`config.mk`:
```
export PLATFORM = sky130hd
export DESIGN_NAME = pc_gen
export DESIGN_NICKNAME = d
export VERILOG_FILES = /design/src/rtl/pc_gen.sv
export SDC_FILE = /design/constraint.sdc
export NUM_CORES = 1
export LEC_CHECK = 0
export BUFFER_PORTS_ARGS = -buffer_cell sky130_fd_sc_hd__buf_2
export CAP_MARGIN = 5
export CELL_PAD_IN_SITES_DETAIL_PLACEMENT = 1
export CELL_PAD_IN_SITES_GLOBAL_PLACEMENT = 2
export CORE_AREA = 5 5 116 118
export CTS_CLUSTER_SIZE = 40
export DETAILED_ROUTE_END_ITERATION = 12
export DIE_AREA = 0 0 121 123
export MAX_ROUTING_LAYER = met4
export PLACE_DENSITY_LB_ADDON = 0.1
export SYNTH_ARGS = -nofsm -noshare
export SYNTH_HDL_FRONTEND = slang
export SYNTH_SLANG_ARGS = --single-unit
```
`constraint.sdc`:
```
create_clock -name clk -period 4.2 [get_ports clk]
set_clock_uncertainty 0.2 [all_clocks]
set_input_delay 0.63 -clock clk [delete_from_list [all_inputs] [get_ports clk]]
set_output_delay 0.63 -clock clk [all_outputs]
set_load 0.02 [all_outputs]
```
`src/rtl/pc_gen.sv`:
```
// Program-counter generator for the fetch stage: reset vector, sequential
// increment, stall, branch/flush redirect and a req/ack handshake toward imem.
module pc_gen #(
  parameter int unsigned        ADDR_W       = 32,
  parameter logic [ADDR_W-1:0]  RESET_VECTOR = '0,
  parameter int unsigned        INC          = 4,
  parameter int unsigned        ALIGN_BITS   = 2
) (
  input  logic              clk,
  input  logic              rst,
  input  logic              stall_i,
  input  logic              branch_i,
  input  logic [ADDR_W-1:0] branch_pc_i,
  input  logic              flush_i,
  input  logic [ADDR_W-1:0] flush_pc_i,
  input  logic              ack_i,
  output logic [ADDR_W-1:0] pc_o,
  output logic              ce_o,
  output logic              req_o
);

  typedef enum logic [1:0] {
    IDLE,
    RUN,
    WAIT,
    WAIT_R
  } state_t;

  localparam logic [ADDR_W-1:0] INC_V      = ADDR_W'(INC);
  localparam logic [ADDR_W-1:0] ALIGN_MASK = ~((ADDR_W'(1) << ALIGN_BITS) - ADDR_W'(1));

  state_t            state, state_n;
  logic [ADDR_W-1:0] pc_n;
  logic [ADDR_W-1:0] pend_q, pend_n;
  logic              ce_n;
  logic              fire;

  // An issued request stays up until acked, even if the pipeline stalls.
  always_comb begin
    req_o = 1'b0;
    case (state)
      RUN:         req_o = !stall_i;
      WAIT, WAIT_R: req_o = 1'b1;
      default:     req_o = 1'b0;
    endcase
  end

  assign fire = req_o & ack_i;

  always_comb begin
    state_n = state;
    pc_n    = pc_o;
    pend_n  = pend_q;
    ce_n    = ce_o;
    case (state)
      IDLE: begin
        state_n = RUN;
        ce_n    = 1'b1;
      end
      default: begin
        if (flush_i) begin
          pc_n    = flush_pc_i & ALIGN_MASK;
          pend_n  = '0;
          state_n = RUN;
        end else if (fire) begin
          if (branch_i)
            pc_n = branch_pc_i & ALIGN_MASK;
          else if (state == WAIT_R)
            pc_n = pend_q;
          else
            pc_n = pc_o + INC_V;
          pend_n  = '0;
          state_n = RUN;
        end else if (branch_i) begin
          // With a request outstanding the address must stay put, so park the target.
          if (req_o) begin
            pend_n  = branch_pc_i & ALIGN_MASK;
            state_n = WAIT_R;
          end else begin
            pc_n    = branch_pc_i & ALIGN_MASK;
            state_n = RUN;
          end
        end else if (req_o) begin
          state_n = (state == WAIT_R) ? WAIT_R : WAIT;
        end else begin
          state_n = RUN;
        end
      end
    endcase
  end

  always_ff @(posedge clk) begin
    if (rst) begin
      state  <= IDLE;
      pc_o   <= RESET_VECTOR;
      ce_o   <= 1'b0;
      pend_q <= '0;
    end else begin
      state  <= state_n;
      pc_o   <= pc_n;
      ce_o   <= ce_n;
      pend_q <= pend_n;
    end
  end

endmodule

```
==> reports/summary.md, run 1 <==
## Power
- **leakage power figure** 1.89 nW
- **largest voltage drop on the vdd net** 0.000147 V
- **Power Density** 370 nW/um^2

## Logic synthesis
- **Post-Syn Area** 3860 um^2
- **share of cell area taken by muxes after synthesis** 0.259%
- **number of distinct library cells after synthesis** 62
- **cells after synthesis** 510
- **area share of fa/ha/maj cells after synthesis** 0.324%
- **top_reg_cell synth** sky130_fd_sc_hd__dfxtp_1
- **top cells by area, synth** sky130_fd_sc_hd__dfxtp_1, sky130_fd_sc_hd__nor2_1, sky130_fd_sc_hd__a22oi_1
- **per-instance average area after synthesis** 7.57 um^2
- **post-synthesis sequential element count** 63
- **synthesized-area fraction occupied by and/or/nand/nor cells** 26.7%
- **share of synthesized flip-flops with an asynchronous set or reset** 0%
- **sequential fraction of the synthesis area** 32.7%
- **xor and xnor area share after synthesis** 1.82%
- **post-synthesis compound-gate area fraction** 31.9%
- **dominant combinational cell family by area after synthesis** compound AO/OA/AOI/OAI gates
- **share of Yosys cell area claimed by the top area cell type** 32.7%
- **number of enable-type register cells in the synthesized netlist** 0
- **post-synthesis cell type with the largest combined area** sky130_fd_sc_hd__dfxtp_1
- **list of most frequent post-synthesis cells** sky130_fd_sc_hd__nor2_1, sky130_fd_sc_hd__dfxtp_1, sky130_fd_sc_hd__clkbuf_1
- **Ys Warns** 0
- **most frequent cell after synthesis** sky130_fd_sc_hd__nor2_1

## GRT
- **largest net degree at the start of global routing** 31
- **All-Layer GR Usage** 22.0%
- **first-pass GRT wire length** 24600 um
- **total congestion overflow after global routing** 0
- **via count of the first global-routing pass** 4464
- **antenna violations before repair** 0

## Route
- **remaining antenna violation count** 0
- **Iteration-0 DRC Markers** 284
- **count of unresolved DRC violations after routing** 0
- **routed wirelength normalized by instance count** 20.9 um
- **Detailed Routing Iterations Pass 1** 4
- **routed vias/inst** 5.72
- **vias** 4370
- **wirelength, routed** 15900 um

## Cells and area
- **n_diodes** 0
- **Layout Nets** 658
- **fill count** 1526
- **layout cells sized above 1** 24.3%
- **synth-to-layout area growth** 25.4%
- **number of cells in the finished layout apart from fillers** 764

## STA
- **sum of negative setup slack** 0 ns
- **Max Fclk** 0.348 GHz
- **slew at the pin closest to its max-slew limit** 1.10 ns
- **number of endpoints with negative hold slack in the final report** 0
- **setup repair after global routing missed its margin** no
- **# setup viols final** 0
- **Max transition margin** 26.9%
- **Tmin final** 2.88 ns
- **share of the clock period used by the worst path** 68.5%
- **final max-slew violation count** 0

## Critical path
- **Worst Reg2Reg Path Length in Cells** 5
- **worst flop-to-flop path startpoint** state[0]
- **Crit Path Category** reg2reg
- **Largest delay share family, worst path** simple AND/OR/NAND/NOR gates
- **data required time of the worst path** 4.26 ns
- **worst setup slack for register-to-register paths** 1.32 ns
- **CP arrival** 2.94 ns
- **maximum fanout along the worst path** 15
- **cells traversed along the worst timing path** nor2b_1, o21ai_2, nor2_1, o221ai_1, a31oi_1
- **startpoint of the worst setup timing path** state[0]
- **CP startpoint kind** flop
- **CP max stage delay** 0.85 ns
- **total stage count of the critical path** 5
- **sort of element at the end of the critical path** flop
- **number of buffers and inverters on the critical path** 0
- **cell with the largest stage delay on the worst path** sky130_fd_sc_hd__dfxtp_1
- **endpoint of the most critical register-to-register path** pc_o[25]

## Placement
- **number of port buffers** 97
- **sum of net half-perimeters after detailed placement** 10800 um
- **routability cong.** 0.826
- **number of instances in the placed design** 748

## Clocking
- **cell chosen for the clock root** sky130_fd_sc_hd__clkbuf_16
- **number of levels in the clock H-tree** 3
- **Clock Tree Buf Depth** 2
- **post-CTS setup repair buffer count** 0
- **hold-fix buffer count after cts** 0
- **clock tree from TritonCTS** built
- **TritonCTS buffer count** 9
- **later-pin clock latency in the skew report** 0.34 ns
- **Clk pin slew, worst setup/hold paths** 0.06 ns
- **Resize count post-CTS** 0
- **number of sinks driven by the clock tree** 63

## Min path
- **startpoint of the tightest hold check path** ce_o
- **class of the tightest hold or removal check** reg2reg
- **hold path endpoint** ce_o
- **instance count along the most critical hold path** 2

## Die
- **Vert. Die Dim** 123 um
- **x dimension of the die** 121 um
- **initial cell density of the core** 31.2%
- **I/O Pins** 104
- **overall die area** 14900 um^2
- **std cell rows** 41
- **standard cell core area** 12400 um^2

## Outcome
- **result of the run** completed

## Job
- **max-cap violation count** 0

[metal layers]
| layer | part of all wire [%] | track usage (%) | routed length [um] | vias up |
|---|---|---|---|---|
| met1 | 47 | 29.4 | 7520 | 2138 |
| met2 | 46 | 33.9 | 7340 | 120 |
| met3 | 5.6 | 4.25 | 893 | 12 |
| met5 | 0 | - | 0 | - |
| li1 | - | - | - | 2100 |
| met4 | 1.1 | 6.59 | 177 | 0 |
[power breakdown]
part | internal (W) | total, W | switching, W
clock network | 0.000515 | 0.000805 | 0.000290
logic | 0.000113 | 0.000301 | 0.000188
registers | 0.000631 | 0.000686 | 0.0000550
[layout by cell type, fill, tap and decap left out, types with 4 or more instances in the layout]
cell type / n
sky130_fd_sc_hd__buf_2: 97
sky130_fd_sc_hd__nor2_1: 65
sky130_fd_sc_hd__dfxtp_1: 63
sky130_fd_sc_hd__o21ai_0: 32
sky130_fd_sc_hd__a22oi_1: 30
sky130_fd_sc_hd__a21oi_1: 26
sky130_fd_sc_hd__nand4_1: 21
sky130_fd_sc_hd__nand3_1: 19
sky130_fd_sc_hd__nand2_1: 18
sky130_fd_sc_hd__a31oi_1: 15
sky130_fd_sc_hd__nor3_1: 15
sky130_fd_sc_hd__buf_4: 15
sky130_fd_sc_hd__inv_1: 14
sky130_fd_sc_hd__nor4_1: 14
sky130_fd_sc_hd__nand2b_1: 13
sky130_fd_sc_hd__o211ai_1: 13
sky130_fd_sc_hd__clkbuf_16: 9
sky130_fd_sc_hd__o31a_1: 8
sky130_fd_sc_hd__a211oi_1: 7
sky130_fd_sc_hd__a221oi_1: 6
sky130_fd_sc_hd__xor2_1: 6
sky130_fd_sc_hd__o41ai_1: 6
sky130_fd_sc_hd__o221ai_1: 5
sky130_fd_sc_hd__o21ai_1: 5
sky130_fd_sc_hd__and3_1: 5
sky130_fd_sc_hd__clkinv_2: 4
[state kept, by name (all words and copies together) (netlist names)]
signal	count
ce_o	1
pc_o	30
pend_q	30
state	2
[layout make-up]
class	count	area (um^2)	share of cell area, %
inverters	15	56.3	1.16
multi-input cells	386	2400	49.5
clock inverters	7	87.6	1.81
clock buffers	9	225	4.65
repair buffers	112	598	12.4
flip-flops and latches	63	1260	26.1
well taps	172	215	4.45
[worst reg2reg max path, delay by kind of cell (launching register included)]
| family | cells | cell delay [ns] |
|---|---|---|
| AND/OR/NAND/NOR | 2 | 1.06 |
| AO/OA/AOI/OAI | 3 | 0.70 |
| flip-flops | 1 | 0.85 |
[stage by stage]
step / setup WS [ns] / cell area (um^2) / power (W) / hold slack (ns) / util (%)
finish: 1.32 / 4840 / 0.00179 / 0.259 / 39.2
global route: 1.14 / 4840 / 0.00187 / 0.310 / 39.2
CTS: 1.33 / 4840 / 0.00181 / 0.269 / 39.2
detailed placement: 1.12 / 4530 / 0.00100 / 0.255 / 36.6
global placement: 1.23 / 4530 / 0.000992 / 0.245 / 36.6
floorplan: 1.85 / 3860 / 0.000863 / 0.261 / -
[worst max-delay path by stage]
stage,end,slack [ns]
floorplan,pc_o[20],1.85
global placement,pc_o[11],1.23
detailed placement,pc_o[11],1.12
CTS,pc_o[19],1.33
global route,pc_o[19],1.14
finish,pc_o[25],1.32
[kinds of logic (layout without fill, tap and decap cells)]
| group | after synthesis | in the layout |
|---|---|---|
| AOI/OAI and AO/OA | 179 | 179 |
| xor gates and xnor gates | 8 | 8 |
| adders and majority gates | 1 | 1 |
| buffers and inverters | 62 | 143 |
| DFF | 63 | 63 |
| muxes | 1 | 1 |
| other | 1 | 2 |
| and+or+nand+nor | 195 | 195 |
(Power assumes the default switching activity.)
==> run 2: changes to the inputs <==
Settings changed: CORE_AREA 5 5 116 118 to 5 5 122 124, DIE_AREA 0 0 121 123 to 0 0 127 129.
Clock period 4.2 ns to 2.95 ns, I/O delays scaled along.
==> run 2 against run 1 <==
Against the previous run: power is 37% higher; worst hold slack worse by 0.10 ns; critical path type unchanged; routed wire length is 0.68% higher; first-iteration DRC count is 13% lower; critical path depth is 1 higher.
==> reports/summary.md, run 2 (synthesis gave the netlist of run 1 again) <==
## Outcome
- **result of the run** completed

## Critical path
- **maximum fanout along the worst path** 16
- **CP arrival** 2.76 ns
- **CP startpoint kind** flop
- **cell with the largest stage delay on the worst path** sky130_fd_sc_hd__nor4bb_4
- **cells traversed along the worst timing path** nand2b_1, o21a_1, nor4bb_4, buf_4, a22oi_1, nor2_1
- **CP max stage delay** 0.95 ns
- **sort of element at the end of the critical path** flop
- **endpoint of the most critical register-to-register path** pend_q[24]
- **Largest delay share family, worst path** simple AND/OR/NAND/NOR gates
- **worst setup slack for register-to-register paths** 0.26 ns
- **Worst Reg2Reg Path Length in Cells** 6
- **startpoint of the worst setup timing path** state[1]
- **number of buffers and inverters on the critical path** 1
- **worst flop-to-flop path startpoint** state[1]
- **data required time of the worst path** 3.02 ns
- **Crit Path Category** reg2reg

## Cells and area
- **layout cells sized above 1** 25.2%
- **commonest non-fill, non-tap cell in the layout** sky130_fd_sc_hd__buf_2
- **Layout Nets** 670
- **synth-to-layout area growth** 27.2%
- **registers with the most flip-flops** pc_o: 30 flops, pend_q: 30 flops, state: 2 flops
- **commonest cells after routing, fill and taps aside** sky130_fd_sc_hd__buf_2, sky130_fd_sc_hd__nor2_1, sky130_fd_sc_hd__dfxtp_1
- **n_diodes** 0

## Placement
- **sum of net half-perimeters after detailed placement** 11400 um
- **routability cong.** 0.802
- **number of port buffers** 97

## Route
- **Detail Route met2 WL** 7600 um
- **met3 wirelength from detailed routing** 626 um
- **uppermost routed layer** met4
- **routed vias/inst** 5.60
- **wirelength, routed** 16000 um
- **Iteration-0 DRC Markers** 246
- **remaining antenna violation count** 0
- **Post-Route M1 WL** 7610 um
- **vias** 4386
- **count of unresolved DRC violations after routing** 0
- **Detailed Routing Iterations Pass 1** 4
- **routed wirelength normalized by instance count** 20.5 um

## STA
- **slew at the pin closest to its max-slew limit** 1.06 ns
- **sum of negative setup slack** 0 ns
- **hold slack final** 0.159 ns
- **Max transition margin** 28.9%
- **setup repair after global routing missed its margin** no
- **share of the clock period used by the worst path** 91.2%
- **final max-slew violation count** 0
- **Max Fclk** 0.372 GHz
- **number of endpoints with negative hold slack in the final report** 0
- **Tmin final** 2.69 ns
- **# setup viols final** 0

## Power
- **leakage power figure** 1.93 nW
- **largest voltage drop on the vdd net** 0.000240 V
- **Power Density** 499 nW/um^2

## GRT
- **All-Layer GR Usage** 20.5%
- **largest net degree at the start of global routing** 40
- **antenna violations before repair** 0
- **via count of the first global-routing pass** 4449
- **total congestion overflow after global routing** 0
- **first-pass GRT wire length** 25400 um

## Die
- **std cell rows** 43
- **I/O Pins** 104
- **overall die area** 16400 um^2
- **initial cell density of the core** 28.2%
- **standard cell core area** 13700 um^2
- **x dimension of the die** 127 um
- **Vert. Die Dim** 129 um

## Clocking
- **number of levels in the clock H-tree** 3
- **Clock Tree Buf Depth** 2
- **clock tree from TritonCTS** built
- **hold-fix buffer count after cts** 0
- **Resize count post-CTS** 0
- **post-CTS setup repair buffer count** 0
- **cell chosen for the clock root** sky130_fd_sc_hd__clkbuf_16
- **number of sinks driven by the clock tree** 63
- **later-pin clock latency in the skew report** 0.34 ns
- **Clk pin slew, worst setup/hold paths** 0.05 ns
- **TritonCTS buffer count** 9

## Min path
- **startpoint of the tightest hold check path** branch_pc_i[16]
- **instance count along the most critical hold path** 3
- **class of the tightest hold or removal check** in2reg
- **hold path endpoint** pend_q[16]

## Job
- **max-cap violation count** 0

run 2: cell types whose count changed in the layout (fill, tap and decap cells not counted):
| cell | before | now |
|---|---|---|
| sky130_fd_sc_hd__buf_12 | 0 | 1 |
| sky130_fd_sc_hd__o22ai_2 | 0 | 1 |
| sky130_fd_sc_hd__o22ai_4 | 1 | 0 |
| sky130_fd_sc_hd__clkbuf_1 | 0 | 3 |
| sky130_fd_sc_hd__clkinv_2 | 4 | 0 |
| sky130_fd_sc_hd__bufinv_16 | 2 | 0 |
| sky130_fd_sc_hd__buf_4 | 15 | 26 |
| sky130_fd_sc_hd__clkinvlp_4 | 1 | 0 |
| sky130_fd_sc_hd__clkbuf_8 | 0 | 3 |
run 2: worst max path at each step:
stage                      end  slack [ns]  cells after the start
detailed placement  pend_q[24]        0.17                      7
finish              pend_q[24]        0.26                      6
global placement     pend_q[8]        0.25                      7
floorplan             pc_o[20]        0.60                      6
CTS                 pend_q[24]        0.20                      6
global route        pend_q[12]        0.07                      6
run 2: report_power, final:
| part | switching, W | internal (W) |
|---|---|---|
| Sequential | 0.0000653 | 0.000899 |
| Clock | 0.000391 | 0.000634 |
| Combinational | 0.000284 | 0.000174 |
run 2: worst reg2reg max path: cells and delay by family, from the launching register on:
kind                   cells  cell delay (ns)
AOI/OAI and AO/OA          2             0.29
buffers and inverters      1             0.40
DFF                        1             0.47
and+or+nand+nor            3             1.27
run 2: per-stage QoR:
stage | worst slack (ns) | util (%) | std cells | total power (W) | instance area (um^2)
floorplan | 0.599 | - | 511 | 0.00123 | 3860
global placement | 0.246 | 33.9 | 768 | 0.00143 | 4630
detailed placement | 0.171 | 33.9 | 768 | 0.00144 | 4630
CTS | 0.196 | 35.9 | 783 | 0.00248 | 4910
global route | 0.0730 | 35.9 | 783 | 0.00257 | 4910
finish | 0.259 | 35.9 | 783 | 0.00245 | 4910
run 2: area by class of cell:
cell class                      instances  area (um^2)
Multi-Input combinational cell        386         2390
Clock buffer                           15          278
Fill cell                            1719         8750
Sequential cell                        63         1260
Timing Repair Buffer                  124          701
Tap cell                              180          225
Inverter                               15         56.3
run 2: routing by layer:
metal  track usage, %  up-vias
li1                 -     2123
met1             26.6     2165
met2             32.4       85
met3             4.90       13
met4             4.73        0
met5                -        -
